===== config.mk =====
export PLATFORM = sky130hd
export DESIGN_NAME = regfile_write_arbiter
export DESIGN_NICKNAME = d
export VERILOG_FILES = /design/src/rtl/regfile_write_arbiter.sv
export SDC_FILE = /design/constraint.sdc
export NUM_CORES = 1
export LEC_CHECK = 0
export CAP_MARGIN = 20
export CORE_MARGIN = 8
export CORE_UTILIZATION = 40
export CTS_BUF_LIST = sky130_fd_sc_hd__clkbuf_4
export CTS_CLUSTER_DIAMETER = 40
export CTS_CLUSTER_SIZE = 40
export DETAILED_ROUTE_END_ITERATION = 7
export GPL_TIMING_DRIVEN = 0
export PLACE_DENSITY = 0.77
export SYNTH_ARGS = -nofsm -noshare
export SYNTH_HDL_FRONTEND = slang
export SYNTH_SLANG_ARGS = --single-unit

===== constraint.sdc =====
create_clock -name clk -period 5.7 [get_ports clk]
set_input_delay 1.14 -clock clk [delete_from_list [all_inputs] [get_ports clk]]
set_output_delay 1.14 -clock clk [all_outputs]
set_load 0.03 [all_outputs]

===== src/rtl/regfile_write_arbiter.sv =====
// Round-robin arbiter sharing the register-file write port among four write-back
// requesters; the winner's address/data are registered onto wr_* one cycle later.
module regfile_write_arbiter #(
  parameter int DATA_WIDTH = 16
) (
  input  logic                    clk,
  input  logic                    rst_n,
  input  logic [3:0]              req_valid,
  input  logic [11:0]             req_addr,
  input  logic [4*DATA_WIDTH-1:0] req_data,
  output logic [3:0]              req_ready,
  input  logic                    hold,
  output logic                    wr_write,
  output logic [2:0]              wr_address,
  output logic [DATA_WIDTH-1:0]   wr_data,
  output logic [1:0]              wr_grant,
  output logic [15:0]             write_count
);

  logic [1:0]            ptr_q, ptr_d;
  logic                  wr_write_q, wr_write_d;
  logic [2:0]            wr_address_q, wr_address_d;
  logic [DATA_WIDTH-1:0] wr_data_q, wr_data_d;
  logic [1:0]            wr_grant_q, wr_grant_d;
  logic [15:0]           write_count_q, write_count_d;

  logic [3:0]            grant_oh;
  logic [1:0]            grant_idx;
  logic                  grant_any;
  logic [1:0]            scan_idx;
  logic [2:0]            addr_sel;
  logic [DATA_WIDTH-1:0] data_sel;

  // Ready is gated by rst_n so nothing can look accepted while reset is asserted.
  always_comb begin
    grant_oh  = 4'b0000;
    grant_idx = ptr_q;
    grant_any = 1'b0;
    scan_idx  = ptr_q;
    if (!hold && rst_n) begin
      for (int k = 0; k < 4; k++) begin
        scan_idx = ptr_q + 2'(k);
        if (!grant_any && req_valid[scan_idx]) begin
          grant_any          = 1'b1;
          grant_idx          = scan_idx;
          grant_oh[scan_idx] = 1'b1;
        end
      end
    end
  end

  assign req_ready = grant_oh;

  always_comb begin
    addr_sel = 3'd0;
    data_sel = '0;
    for (int i = 0; i < 4; i++) begin
      if (grant_idx == 2'(i)) begin
        addr_sel = req_addr[3*i +: 3];
        data_sel = req_data[DATA_WIDTH*i +: DATA_WIDTH];
      end
    end
  end

  always_comb begin
    ptr_d         = ptr_q;
    wr_write_d    = grant_any;
    wr_address_d  = wr_address_q;
    wr_data_d     = wr_data_q;
    wr_grant_d    = wr_grant_q;
    write_count_d = write_count_q;
    if (grant_any) begin
      ptr_d         = grant_idx + 2'd1;
      wr_address_d  = addr_sel;
      wr_data_d     = data_sel;
      wr_grant_d    = grant_idx;
      write_count_d = write_count_q + 16'd1;
    end
  end

  always_ff @(posedge clk or negedge rst_n) begin
    if (!rst_n) begin
      ptr_q         <= 2'd0;
      wr_write_q    <= 1'b0;
      wr_address_q  <= 3'd0;
      wr_data_q     <= '0;
      wr_grant_q    <= 2'd0;
      write_count_q <= 16'd0;
    end else begin
      ptr_q         <= ptr_d;
      wr_write_q    <= wr_write_d;
      wr_address_q  <= wr_address_d;
      wr_data_q     <= wr_data_d;
      wr_grant_q    <= wr_grant_d;
      write_count_q <= write_count_d;
    end
  end

  assign wr_write    = wr_write_q;
  assign wr_address  = wr_address_q;
  assign wr_data     = wr_data_q;
  assign wr_grant    = wr_grant_q;
  assign write_count = write_count_q;

endmodule


Word level (Yosys, flattened, before mapping)
Cells that the tools add are included.

Reductions and logical operators: 13. Equal/unequal tests: 3. Bitwise logic cells: 3. Muxes and demuxes: 44. Add/sub/neg operators: 5. $lt $le $gt $ge: 8.

Operators by type and width (number): $mux W16 (4); $mux W4 (8); $add A16 B1 Y16 const B (1); $mux W1 (16); $lt A2 B3 Y1 const B (4); $mux W3 (4); $or A4 B4 Y4 (3); $bmux W1 S2 (4); $demux W1 S2 (4); $ge A2 B1 Y1 const B (4); $logic_and A1 B1 Y1 (8); $mux W2 (4); $add A2 B1 Y2 const B (2); $add A2 B2 Y2 const B (2); $eq A2 B2 Y1 const B (2); $logic_not A1 Y1 (4); $eq A2 B1 Y1 const B (1); $logic_not A2 Y1 (1).

Logic and storage cells: 82. Output and inout port bits: 42. Bits in registers: 40. Input port bits: 83.

Longest topological paths before layout
Word-level depth: 21. Gate-level depth with buffers: 16. Gate-level depth less buffers: 11.

Worst setup path before layout
No wires, ideal clock.

Path type: input port to flip-flop. Start: input port req_valid[1]. End: register wr_address_q[0], in the netlist wr_address[0]. Slack: 1603 ps. Arrival: 4015 ps. Setup time: 82 ps. Buffers on the path: 4. Data required time: 5618 ps. Stages on the path: 12. Path through: clkbuf_2 mux4_2 a221o_1 a222oi_1 o21a_1 ha_1 buf_2 buf_1 clkbuf_1 a221oi_1 a211o_1 a31oi_1.

Cells in the longest elaborated chain, start to end: 21. Elaborated cells between the ends (all ways): 34. Classes of those cells: eq/ne (3); mux (24); reduce/logical (7).

RTL lines: start, declared (RTL line 8) `input logic [3:0] req_valid,`; $bmux W1 S2 (RTL line 43) `if (!grant_any && req_valid[scan_idx]) begin`; $mux W1 (not written as such) (RTL line 43); $mux W1 (RTL line 43); $mux W1 (RTL line 40) `if (!hold && rst_n) begin`; $logic_not A1 Y1 (RTL line 43); $logic_and A1 B1 Y1 (RTL line 43); $mux W1 (RTL line 43); $mux W1 (RTL line 40); [2 not listed]; $mux W1 (RTL line 43); $mux W1 (RTL line 40); $logic_not A1 Y1 (RTL line 43); $logic_and A1 B1 Y1 (RTL line 43); $mux W2 (RTL line 43); $mux W2 (RTL line 40); $logic_not A2 Y1 (RTL line 58) `if (grant_idx == 2'(i)) begin`; $mux W3 (4 in series) (RTL line 58); end signal, assigned (RTL line 92) `wr_address_q <= wr_address_d;`; end, declared (RTL line 22) `logic [2:0] wr_address_q, wr_address_d;`.

Several ways; a longest one is shown, not always the timed one. The select of a mux whose other input is x is not followed. A chain may end at the register's enable or synchronous reset.

Worst setup path in the final report
Start: register ptr_q[0]. End: output port req_ready[2].

Cells in the longest elaborated chain, start to end: 16. Elaborated cells between the ends (all ways): 54. Classes of those cells: add/sub (3); order compare (8); mux (30); bitwise (3); reduce/logical (10).

RTL lines: start, declared (RTL line 20) `logic [1:0] ptr_q, ptr_d;`; start signal, assigned (RTL line 90) `ptr_q <= ptr_d;`; parallel branches: the longest is 14 deep, another holds $lt A2 B3 Y1; $mux W4 * (RTL line 43); $mux W4 * (RTL line 40); end, declared (RTL line 11) `output logic [3:0] req_ready,`.

Every way passes the cells marked *. The select of a mux whose other input is x is not followed.

==> results.toml <==
[routing]
avgViaCountPerCell = 5.19
drcViolationCount = 0
drt-wirelength-per-cell_um = 15.8
drtIter0Drc = 94
final_antenna_net_count = 0
drt_wl_total_um = 8610
drt_pass1_iterations = 4
num_vias = 2826

[die]
row_count = 30
die_w_um = 100
die_y_um = 100
start_util_pct = 41.7
core_area_um2 = 6830
io_pins = 125
dieArea_um2 = 10100

[critical_path]
crit_cells = 9
r2r_setup_slack_ps = 860
slowest_stage = "clkdlybuf4s50_1"
worstSetupStartpointType = "register"
cp-end-kind = "output pin"
cp.required_ps = 4560
crit_buf_inv = 5
critPathTopFamily = "buffers and inverters"
path_cells = "buf_2 -> buf_2 -> clkinv_1 -> ha_1 -> mux4_2 -> buf_2 -> a221o_1 -> a32o_1 -> clkdlybuf4s50_1"
crit_start = "ptr_q[0]$_DFFE_PN0P_"
crit_path_max_fanout = 10
cpPeakStageDelay_ps = 590
cp_common_cell = "buf_2"
r2r_cells = 16
crit_type = "reg2out"
r2r-end = "wr_data[11]$_DFFE_PN0P_"
rr_startpoint = "ptr_q[0]$_DFFE_PN0P_"
endpoint = "req_ready[2]"
crit_arrival_ps = 3820

[placed_design]
routabilityCongestion = 0.902
hpwl_um = 7120
io_buffer_count = 122

[clock_network]
clock_latency_ps = 350
clkTransAtPathRegs_ps = 120
cts_max_level = 2
clock_sinks = 40
ctsResizeCount = 0
cts_buffers = 5
clockBufferDepth = 2
cts_tree = "built"
cts_setup_buffers = 0
cts_hold_buf = 0
root_buffer = "clkbuf_4"

[global_routing]
grt_overflow = 0
grt_max_degree = 31
antenna_found_initial = 0
grt_usage_pct = 17.0
grt_pass1_vias = 2930
grt_pass1_wl_um = 14000

[final_layout]
fillers = 606
layout-drive-gt1-share_pct = 6.01
nNetsFinal = 545
seq_area_um2 = 1000
areaGrowthSynthToFinish_pct = 49.5
num_antenna_cells = 0
multi_input_area_um2 = 1630
postLayoutCoreUtil_pct = 62.4

[yosys]
yosysUniqueCellTypes = 46
synth_warnings = 0
ys.flop_type = "dfrtp_1"
synth.area.top_cells = "dfrtp_1 (35%), a211o_1 (5.8%), a221oi_1 (5.8%), ha_1 (5.7%), nor2b_1 (4.6%)"
syn_area_per_cell_um2 = 8.97
synth_top_area_share_pct = 35.1
synth_fp_nets = 414
synthesis.area_um2 = 2850
postSynthCellCount = 318
ys_async_sr_fraction_pct = 100
yosysSeqAreaShare_pct = 35.1
yosys.area.top_type = "dfrtp_1"
synth_edf_count = 0
synth_seq_cells = 40

[timing]
rsz0062_at_grt = "no"
setup_viol = 0
drv_slew = 0
max_freq_mhz = 202
skew_ps = 4.88
worst_pin_slew_ps = 627
min_period_ps = 4960
hold_violations = 0
relSlewSlack_pct = 57.8
period_share_pct = 87.0
finalSetupTns_ps = 0

[run]
cap_violations = 0

[power]
ir_drop_mv = 0.319
p_leak_nw = 1.77
power.density_nw_per_um2 = 481

[hold_path]
hold_path.class = "reg2reg"
min_from = "write_count[15]$_DFFE_PN0P_"

[outcome]
status = "finished clean"
metal layers:
metal	up-vias	routed length [µm]	track usage (%)
met5	-	0	0
met4	0	104	5.47
met3	10	680	4.98
met2	106	4120	28.7
met1	1298	3710	20.3
li1	1412	-	-
worst reg2reg max path, cell delays in order (launching register included):
cell and delay, ps:
dfrtp_1 450, buf_2 220, buf_2 250, clkinv_1 290
ha_1 510, mux4_2 350, buf_2 200, o21bai_1 170
a222oi_1 380, o21a_1 200, ha_1 170, buf_2 200
buf_1 340, clkbuf_1 370, a221oi_1 190, a211o_1 310
a31oi_1 150
cell families (layout without fill, tap and decap cells):
kind of cell	after synthesis	in the layout	share of synthesized area, %
and+or+nand+nor	106	106	19.2
AOI/OAI and AO/OA	80	80	22.4
buffers and inverters	54	185	7.77
DFF	40	40	35.1
xor gates and xnor gates	17	17	5.22
adders and majority gates	13	13	5.70
muxes	8	8	4.65
cell usage in the layout, fill, tap and decap left out, types with 2 or more instances in the layout:
master	n
clkdlybuf4s50_1	121
xor2_1	4
mux4_2	4
a221oi_1	19
nor3_1	2
buf_1	2
xnor2_1	13
nor3b_1	3
a32o_1	4
clkbuf_1	15
nor2_1	22
inv_1	26
o211ai_1	3
nor2b_1	21
o21ai_0	3
clkbuf_4	5
a211o_1	19
mux2i_1	2
and4_1	2
nand2b_1	6
ha_1	13
nand3_1	6
a21oi_1	2
or4_1	2
dfrtp_1	40
a221o_1	5
nor4_1	4
clkbuf_2	2
buf_2	9
nand2_1	27
a31oi_1	19
mux2_2	2
nand4_1	4
worst min-delay path by stage:
stage / to / cells past startpoint
CTS: write_count[15]$_DFFE_PN0P_ / 1
global placement: write_count[15]$_DFFE_PN0P_ / 1
floorplan: wr_grant[1]$_DFFE_PN0P_ / 2
detailed placement: write_count[15]$_DFFE_PN0P_ / 1
finish: write_count[15]$_DFFE_PN0P_ / 1
global route: write_count[15]$_DFFE_PN0P_ / 1
report_power, final:
part           internal [mW]  total, mW  switching [mW]  leakage [nW]
combinational          0.636       1.45           0.810          1.26
sequential             0.387      0.466          0.0789         0.487
clock                 0.0450      0.139          0.0935        0.0271
cells in the mapped netlist, types with 2 or more instances:
library cell   n
o21ai_0        3
nand4_1        4
nor4_1         4
nand2b_1       6
ha_1          13
and4_1         2
clkbuf_2       2
xor2_1         4
buf_1          2
nand3_1        6
xnor2_1       13
mux2i_1        2
clkbuf_1      15
a221o_1        5
a211o_1       19
nand2_1       27
buf_2          7
a31oi_1       19
nor2_1        22
nor2b_1       21
mux4_2         4
dfrtp_1       40
nor3_1         2
a221oi_1      19
a21oi_1        2
or4_1          2
mux2_2         2
nor3b_1        3
inv_1         26
a32o_1         4
o211ai_1       3
state kept, by name (all words and copies together), names as in the netlist:
register,flops
ptr_q,2
wr_address,3
wr_data,16
wr_grant,2
wr_write,1
write_count,16
stage by stage:
stage	power (mW)	hold slack (ps)	cell area [µm²]	worst slack, ps	cells
3_5_place_dp	1.91	468	4210	705	537
5_1_grt	2.21	489	4260	343	545
6_report	2.05	474	4260	740	545
4_1_cts	2.06	485	4260	728	544
3_3_place_gp	1.88	459	4190	-163	536
2_1_floorplan	1.43	651	2850	1600	318
area by class of cell:
class | count | share of cell area (%)
Clock buffer | 5 | 0.881
Tap cell | 96 | 2.82
Clock inverter | 2 | 0.294
Inverter | 27 | 2.38
Timing Repair Buffer | 124 | 29.1
Multi-Input combinational cell | 224 | 38.2
Buffer | 27 | 2.82
Sequential cell | 40 | 23.5
No activity file was read; power rests on OpenSTA's default activity.
